## src/rtl/param_fifo.sv

```systemverilog
// ---------------------------------------------------------------------------
// param_fifo -- single-clock parameterised synchronous FIFO
//
// Stores up to DEPTH words of WL bits in a circular buffer. Supports a
// registered read mode (FWFT=0, dout loads on an accepted read) and a
// first-word-fall-through mode (FWFT=1, head word shown combinationally).
// When the FIFO is full, a simultaneous read and write is accepted with
// Count unchanged. When it is empty, only the write of such a pair is
// accepted and the read is flagged as an underflow.
//
// Ports:
//   CLK         rising-edge clock
//   RST         asynchronous active-low reset
//   wReq / din  write request and write data
//   rReq        read request
//   clrErr      clears the sticky Overflow/Underflow flags
//   dout        read data
//   Full        Count == DEPTH
//   Empty       Count == 0
//   AlmostFull  Count >= AF_LVL
//   AlmostEmpty Count <= AE_LVL
//   Count       current occupancy
//   Overflow    sticky, a write was rejected
//   Underflow   sticky, a read was rejected
//   Error       combinational, a request is being rejected this cycle
// ---------------------------------------------------------------------------
module param_fifo #(
  parameter int WL     = 8,
  parameter int DEPTH  = 8,
  parameter int AF_LVL = DEPTH - 1,
  parameter int AE_LVL = 1,
  parameter int FWFT   = 0
) (
  input  logic                         CLK,
  input  logic                         RST,
  input  logic                         wReq,
  input  logic [WL-1:0]                din,
  input  logic                         rReq,
  input  logic                         clrErr,
  output logic [WL-1:0]                dout,
  output logic                         Full,
  output logic                         Empty,
  output logic                         AlmostFull,
  output logic                         AlmostEmpty,
  output logic [$clog2(DEPTH+1)-1:0]   Count,
  output logic                         Overflow,
  output logic                         Underflow,
  output logic                         Error
);

  localparam int CW = $clog2(DEPTH + 1);
  localparam int PW = $clog2(DEPTH);

  localparam logic [CW-1:0] DEPTH_C  = CW'(DEPTH);
  localparam logic [CW-1:0] AF_C     = CW'(AF_LVL);
  localparam logic [CW-1:0] AE_C     = CW'(AE_LVL);
  localparam logic [CW-1:0] ZERO_C   = {CW{1'b0}};
  localparam logic [CW-1:0] ONE_C    = CW'(1'b1);
  localparam logic [PW-1:0] LAST_PTR = PW'(DEPTH - 1);
  localparam logic [PW-1:0] PTR_ONE  = PW'(1'b1);

  // Reject illegal configurations at elaboration time.
  if (WL < 1 || WL > 64) begin : g_bad_wl
    $error("param_fifo: WL must be in 1..64");
  end
  if (DEPTH < 2 || DEPTH > 1024) begin : g_bad_depth
    $error("param_fifo: DEPTH must be in 2..1024");
  end
  if (AF_LVL > DEPTH || AE_LVL >= AF_LVL) begin : g_bad_levels
    $error("param_fifo: need AF_LVL <= DEPTH and AE_LVL < AF_LVL");
  end

  // Circular-buffer pointer advance; DEPTH need not be a power of two,
  // so the wrap is an explicit compare rather than natural overflow.
  function automatic logic [PW-1:0] next_ptr(input logic [PW-1:0] ptr);
    logic [PW-1:0] nxt;
    if (ptr == LAST_PTR) begin
      nxt = {PW{1'b0}};
    end else begin
      nxt = ptr + PTR_ONE;
    end
    return nxt;
  endfunction

  logic [WL-1:0] mem_r [DEPTH];
  logic [PW-1:0] wr_ptr_r;
  logic [PW-1:0] rd_ptr_r;
  logic [CW-1:0] count_r;
  logic          ovf_r;
  logic          unf_r;
  logic [WL-1:0] dout_r;

  logic          empty_s;
  logic          full_s;
  logic          r_acc_s;
  logic          w_acc_s;
  logic [WL-1:0] head_s;

  assign empty_s = (count_r == ZERO_C);
  assign full_s  = (count_r == DEPTH_C);
  assign head_s  = mem_r[rd_ptr_r];

  // Acceptance: a read needs data; a write needs space unless a read is
  // freeing a slot on the same edge.
  always_comb begin
    r_acc_s = 1'b0;
    w_acc_s = 1'b0;
    if (rReq && !empty_s) begin
      r_acc_s = 1'b1;
    end else begin
      r_acc_s = 1'b0;
    end
    if (wReq && (!full_s || r_acc_s)) begin
      w_acc_s = 1'b1;
    end else begin
      w_acc_s = 1'b0;
    end
  end

  // Storage write port; contents are deliberately left unreset.
  always_ff @(posedge CLK) begin
    if (w_acc_s) begin
      mem_r[wr_ptr_r] <= din;
    end
  end

  // Pointers and occupancy.
  always_ff @(posedge CLK or negedge RST) begin
    if (!RST) begin
      wr_ptr_r <= {PW{1'b0}};
      rd_ptr_r <= {PW{1'b0}};
      count_r  <= ZERO_C;
    end else begin
      if (w_acc_s) begin
        wr_ptr_r <= next_ptr(wr_ptr_r);
      end
      if (r_acc_s) begin
        rd_ptr_r <= next_ptr(rd_ptr_r);
      end
      case ({w_acc_s, r_acc_s})
        2'b10:   count_r <= count_r + ONE_C;
        2'b01:   count_r <= count_r - ONE_C;
        default: count_r <= count_r;
      endcase
    end
  end

  // Read-data register: captures the head word on every accepted read.
  // In FWFT mode it doubles as the "last value presented" while empty.
  always_ff @(posedge CLK or negedge RST) begin
    if (!RST) begin
      dout_r <= {WL{1'b0}};
    end else if (r_acc_s) begin
      dout_r <= head_s;
    end
  end

  // Sticky error flags; a new event in the clearing cycle wins.
  always_ff @(posedge CLK or negedge RST) begin
    if (!RST) begin
      ovf_r <= 1'b0;
      unf_r <= 1'b0;
    end else begin
      ovf_r <= (wReq & ~w_acc_s) | (ovf_r & ~clrErr);
      unf_r <= (rReq & ~r_acc_s) | (unf_r & ~clrErr);
    end
  end

  if (FWFT != 0) begin : g_fwft
    assign dout = empty_s ? dout_r : head_s;
  end else begin : g_reg
    assign dout = dout_r;
  end

  assign Full        = full_s;
  assign Empty       = empty_s;
  assign AlmostFull  = (count_r >= AF_C);
  assign AlmostEmpty = (count_r <= AE_C);
  assign Count       = count_r;
  assign Overflow    = ovf_r;
  assign Underflow   = unf_r;
  assign Error       = (wReq & ~w_acc_s) | (rReq & ~r_acc_s);

endmodule

```

## config.mk

```make
export PLATFORM = sky130hd
export DESIGN_NAME = param_fifo
export DESIGN_NICKNAME = d
export VERILOG_FILES = /design/src/rtl/param_fifo.sv
export SDC_FILE = /design/constraint.sdc
export NUM_CORES = 1
export LEC_CHECK = 0
export CORE_MARGIN = 3
export CORE_UTILIZATION = 30
export DETAILED_ROUTE_END_ITERATION = 7
export GPL_ROUTABILITY_DRIVEN = 0
export PLACE_DENSITY_LB_ADDON = 0.25
export SETUP_SLACK_MARGIN = 0.15
export SLEW_MARGIN = 20
export SYNTH_ARGS = -nofsm -noshare
export SYNTH_HDL_FRONTEND = slang
export SYNTH_SLANG_ARGS = --single-unit
```

## constraint.sdc

```tcl
create_clock -name CLK -period 4.6 [get_ports CLK]
set_clock_uncertainty 0.1 [all_clocks]
set_input_delay 0.69 -clock CLK [delete_from_list [all_inputs] [get_ports CLK]]
set_output_delay 0.69 -clock CLK [all_outputs]
set_load 0.02 [all_outputs]
```

Yosys cells after proc, flatten, opt, wreduce, memory -nomap -nowiden --
Memory sizes are Yosys's and may differ from the RTL's. A register that Yosys moved wholly into a read port is not among the register bits. Index checks and enable logic that the tools add are counted.
Operators by class: mux-type cells 7, $lt $le $gt $ge 2, bitwise gates (word level) 10, reductions and logical operators 8, equal/unequal tests 5, add/subtract/negate cells 4
Operators by type and width (number):
- 4-bit case mux with 2 select lines | 1
- 3-bit by 1-bit adder with 3-bit output, second input constant | 2
- 3-bit equality test, second input constant | 2
- 3-bit two-way mux | 2
- 4-bit by 1-bit adder with 4-bit output, second input constant | 1
- 1-bit AND | 4
- 4-bit equality test, second input constant | 1
- 4-bit by 3-bit >= comparator with 1-bit output, second input constant | 1
- 4-bit by 1-bit less-or-equal comparator with 1-bit output, second input constant | 1
- 4-bit zero test | 1
- 1-bit two-way mux | 4
- 4-bit by 1-bit subtractor with 4-bit output, second input constant | 1
- 1-bit zero test | 3
- 1-bit NOT | 3
- 1-bit bitwise OR | 3
- 2-bit by 1-bit equality test with 1-bit output, second input constant | 1
- 2-bit equality test, second input constant | 1
- 1-bit logical AND | 2
- 2-bit nonzero test | 1
- 1-bit logical OR | 1
Word-level totals: logic and storage cells 42, bits in writable memories 64, memories 1, flip-flop bits (word level) 12, bits of input ports 13
Memories:
- mem_r | depth 8, bits a word 8, rd ports 1, clocked after memory_dff 1, write ports 1, line 85 | logic [WL-1:0] mem_r [DEPTH];

Longest topological paths before layout --
depth after elaboration 10, mapped depth 8, depth with buffers taken out 6

Worst setup path after synthesis --
Ideal clock, no wire load.
path type flip-flop to flip-flop, from register count_r[1] (netlist: Count[1]), to memory mem_r[0][0] (enable), required time 4.105 ns, arrival time 2.055 ns, cell stages (with the launch flop) 7, path buffers 1, setup slack 2.050 ns, path through dfrtp_1 > inv_1 > ha_1 > nand2b_1 > buf_6 > o21ai_2 > nor4_1
On the way: word-level cells in the longest chain between the ends 9, elaborated cells on any way between the ends 11
Ends and longest elaborated chain:
- from (decl) | line 88 | logic [CW-1:0] count_r;
- from (signal assigned) | line 141 | 2'b10: count_r <= count_r + ONE_C;
- from (signal assigned) | line 142 | 2'b01: count_r <= count_r - ONE_C;
- from (signal assigned) | line 143 | default: count_r <= count_r;
- 4-bit zero test | line 99 | assign empty_s = (count_r == ZERO_C);
- 1-bit zero test | line 108 | if (rReq && !empty_s) begin
- 1-bit logical AND | line 108
- 1-bit two-way mux | line 108
- 1-bit logical OR (*) | line 113 | if (wReq && (!full_s || r_acc_s)) begin
- 1-bit logical AND (*) | line 113
- 1-bit two-way mux (*) | line 113
- 1-bit two-way mux (*) | line 122 | if (w_acc_s) begin
- 1-bit two-way mux (not written as such) (*) | line 123 | mem_r[wr_ptr_r] <= din;
- to (decl) | line 85
Mark *: on every way between the ends. The rest lies on a longest branch, timed or not.

Worst setup path in the final report --
from input rReq, to output Error
On the way: word-level cells in the longest chain between the ends 8, elaborated cells on any way between the ends 10
Ends and longest elaborated chain:
- from (decl) | line 38 | input logic rReq,
- 1-bit logical AND | line 108
- 1-bit two-way mux | line 108
- 1-bit logical OR | line 113
- 1-bit logical AND | line 113
- 1-bit two-way mux | line 113
- 1-bit NOT | line 182 | assign Error = (wReq & ~w_acc_s) | (rReq & ~r_acc_s);
- 1-bit AND | line 182
- 1-bit bitwise OR (*) | line 182
- to (decl) | line 48 | output logic Error
Marks and branches as above.

==> flow_metrics.py <==
metrics = {
    "sta": {
        "tightestPinTransition_ns": 0.9364,
        "min_period_ns": 3.553,
        "grt_setup_unrepaired": "false",
        "final.period_utilization_pct": 77.23,
        "tns_ns": 0,
        "relSlewSlack_pct": 37.38,
        "maxSlewViolCount": 0,
        "fmax_ghz": 0.2815,
        "finalHoldViolCount": 0,
        "setup_violations": 0,
    },
    "worst_setup_path": {
        "r2r_slack_ns": 1.86,
        "cp_data_required_time_ns": 3.81,
        "r2r_start": "Count[1]",
        "cp_max_fo": 14,
        "reg2reg_depth": 5,
        "end_kind": "primary output",
        "cp.arrival_ns": 2.76,
        "worstSetupPathType": "primary input to primary output",
        "start_kind": "primary input",
        "reg2reg_to": "mem_r[7][4]",
    },
    "clocking": {
        "clk_pin_slew_ns": 0.06,
        "holdBufCountCts": 0,
        "post_cts_buffers": 0,
        "tritoncts": "done",
        "post_cts_resized": 0,
        "clock_sinks": 84,
        "clock_latency_ns": 0.33,
        "cts_max_path_buffers": 2,
        "cts_max_level": 3,
        "cts_made_buffers": 9,
        "root_buffer": "clkbuf_16",
    },
    "drt": {
        "totalWireLength_microns": 6931,
        "via_count": 2065,
        "via_per_inst": 4.769,
        "drtIter0Drc": 94,
        "drc": 0,
        "wire_per_inst_microns": 16.01,
        "ant_nets": 0,
        "firstDrtPassIters": 4,
    },
    "synthesis": {
        "ys.flop_type": "edfxtp_1",
        "yosysSeqAreaShare_pct": 66.97,
        "netlist_instances": 250,
        "yosys_warnings": 0,
        "syn-num-nets": 270,
        "synth.ff_latch_count": 84,
        "ys_types": 38,
        "postSynthAreaPerCell_sq_um": 14.47,
        "ys_async_sr_fraction_pct": 23.81,
        "netlist_area_sq_um": 3617,
        "synth-edff-count": 64,
    },
    "cells_and_area": {
        "areaGrowthSynthToFinish_pct": 20.62,
        "nets": 305,
        "fin_util_pct": 37.57,
        "multi_input_area_sq_um": 1085,
        "antenna_cells": 0,
        "drive_above_1_share_pct": 11.38,
        "fillerInstances": 1108,
        "final_common_cell": "edfxtp_1",
        "final_cell_mix": "64 x edfxtp_1, 34 x mux2i_1, 31 x clkdlybuf4s50_1",
        "ff_latch_area_sq_um": 2424,
    },
    "floorplanning": {
        "die_w_microns": 115.8,
        "start_util_pct": 31.15,
        "coreArea_sq_um": 11610,
        "rows": 39,
        "die_h_microns": 115.8,
        "dieArea_sq_um": 13410,
        "ios": 32,
    },
    "power": {
        "power.density_nw_per_um2": 641.4,
        "p_leak_nw": 1.626,
        "ir_worst_vdd_mv": 0.1849,
    },
    "global_routing": {
        "grt_pass1_wl_microns": 10810,
        "grt_max_degree": 24,
        "antenna_found_initial": 0,
        "grt-ovfl-total": 0,
        "track_usage_pct": 10.95,
        "grt_pass1_vias": 1923,
    },
    "outcome": {
        "status": "completed",
    },
    "min_path": {
        "whs_path_depth": 2,
        "worstHoldStart": "dout[5]",
        "min_to": "dout[5]",
        "min-delay-path-class": "flop to flop",
    },
    "job": {
        "drv_cap": 0,
    },
    "placement": {
        "io_buffer_count": 31,
        "hpwl_microns": 4564,
    },
}
## power by group
| part | total (mW) | internal [mW] | switching (mW) |
|---|---|---|---|
| Clock | 0.715 | 0.422 | 0.293 |
| Combinational | 0.931 | 0.429 | 0.503 |
| Sequential | 1.15 | 0.987 | 0.165 |
| Total | 2.80 | 1.84 | 0.960 |
## worst max-delay path by stage
stage / cells past startpoint / endpoint / from / slack [ns]
3_5_place_dp: 5 / Error / rReq / 1.06
3_3_place_gp: 5 / Error / rReq / 1.07
6_report: 5 / Error / rReq / 1.05
2_1_floorplan: 6 / mem_r[0][0] / Count[1] / 2.05
5_1_grt: 5 / Error / rReq / 0.93
4_1_cts: 5 / Error / rReq / 1.06
## state kept, by name, indices dropped and copies added (netlist names)
| name | flops |
|---|---|
| wr_ptr_r | 3 |
| Count | 4 |
| dout | 8 |
| mem_r | 64 |
| rd_ptr_r | 3 |
| Overflow | 1 |
| Underflow | 1 |
## layout make-up
class | instances | area share [%]
Timing Repair Buffer | 37 | 8.145
Multi-Input combinational cell | 147 | 24.86
Inverter | 6 | 0.5162
Sequential cell | 84 | 55.55
Clock buffer | 9 | 5.162
Clock inverter | 7 | 1.663
Tap cell | 143 | 4.101
## cell usage after synthesis, types with 6 or more instances
library cell / count / area [sq um]
edfxtp_1: 64 / 1922
mux2i_1: 34 / 340.3
nand2_1: 23 / 86.33
dfrtp_1: 20 / 500.5
a22oi_1: 16 / 120.1
o21ai_0: 13 / 65.06
nor3_1: 9 / 45.04
nor2_1: 8 / 30.03
ha_1: 7 / 87.58
nand2b_1: 7 / 43.79
inv_1: 6 / 22.52
## logic make-up (layout without fill, tap and decap cells)
group | count (synthesis) | after routing | share of synthesized area (%)
xor+xnor | 1 | 1 | 0.2422
buf+inv | 19 | 59 | 3.217
fa+ha+maj | 7 | 7 | 2.421
simple gates | 54 | 54 | 6.849
flops | 84 | 84 | 66.97
compound gates | 47 | 47 | 9.132
mux | 38 | 38 | 11.17
## per-layer routing
| metal | vias to the layer above | part of all wire [%] | track usage [%] |
|---|---|---|---|
| met2 | 29 | 46 | 16.57 |
| met4 | 0 | 1.8 | 4.872 |
| li1 | 1015 | - | - |
| met1 | 1011 | 50 | 15.07 |
| met3 | 10 | 2.6 | 2.507 |
| met5 | - | 0 | 0 |
## critical path, stage by stage
cell	delay [ns]
clkdlybuf4s50_1	0.68
nand2b_1	0.32
or2_2	0.31
a21oi_1	0.13
clkdlybuf4s50_1	0.63
## stage by stage
| step | hold WS, ns | cell area, sq um | setup WS, ns | power, mW | std cells |
|---|---|---|---|---|---|
| global route | 0.4023 | 4363 | 0.9345 | 2.970 | 433 |
| global placement | 0.3594 | 4064 | 1.074 | 2.100 | 417 |
| finish | 0.3741 | 4363 | 1.047 | 2.798 | 433 |
| detailed placement | 0.3691 | 4064 | 1.063 | 2.114 | 417 |
| CTS | 0.3832 | 4362 | 1.057 | 2.834 | 433 |
| floorplan | 0.2944 | 3617 | 2.050 | 1.789 | 250 |
No activity file was read; power rests on OpenSTA's default activity.
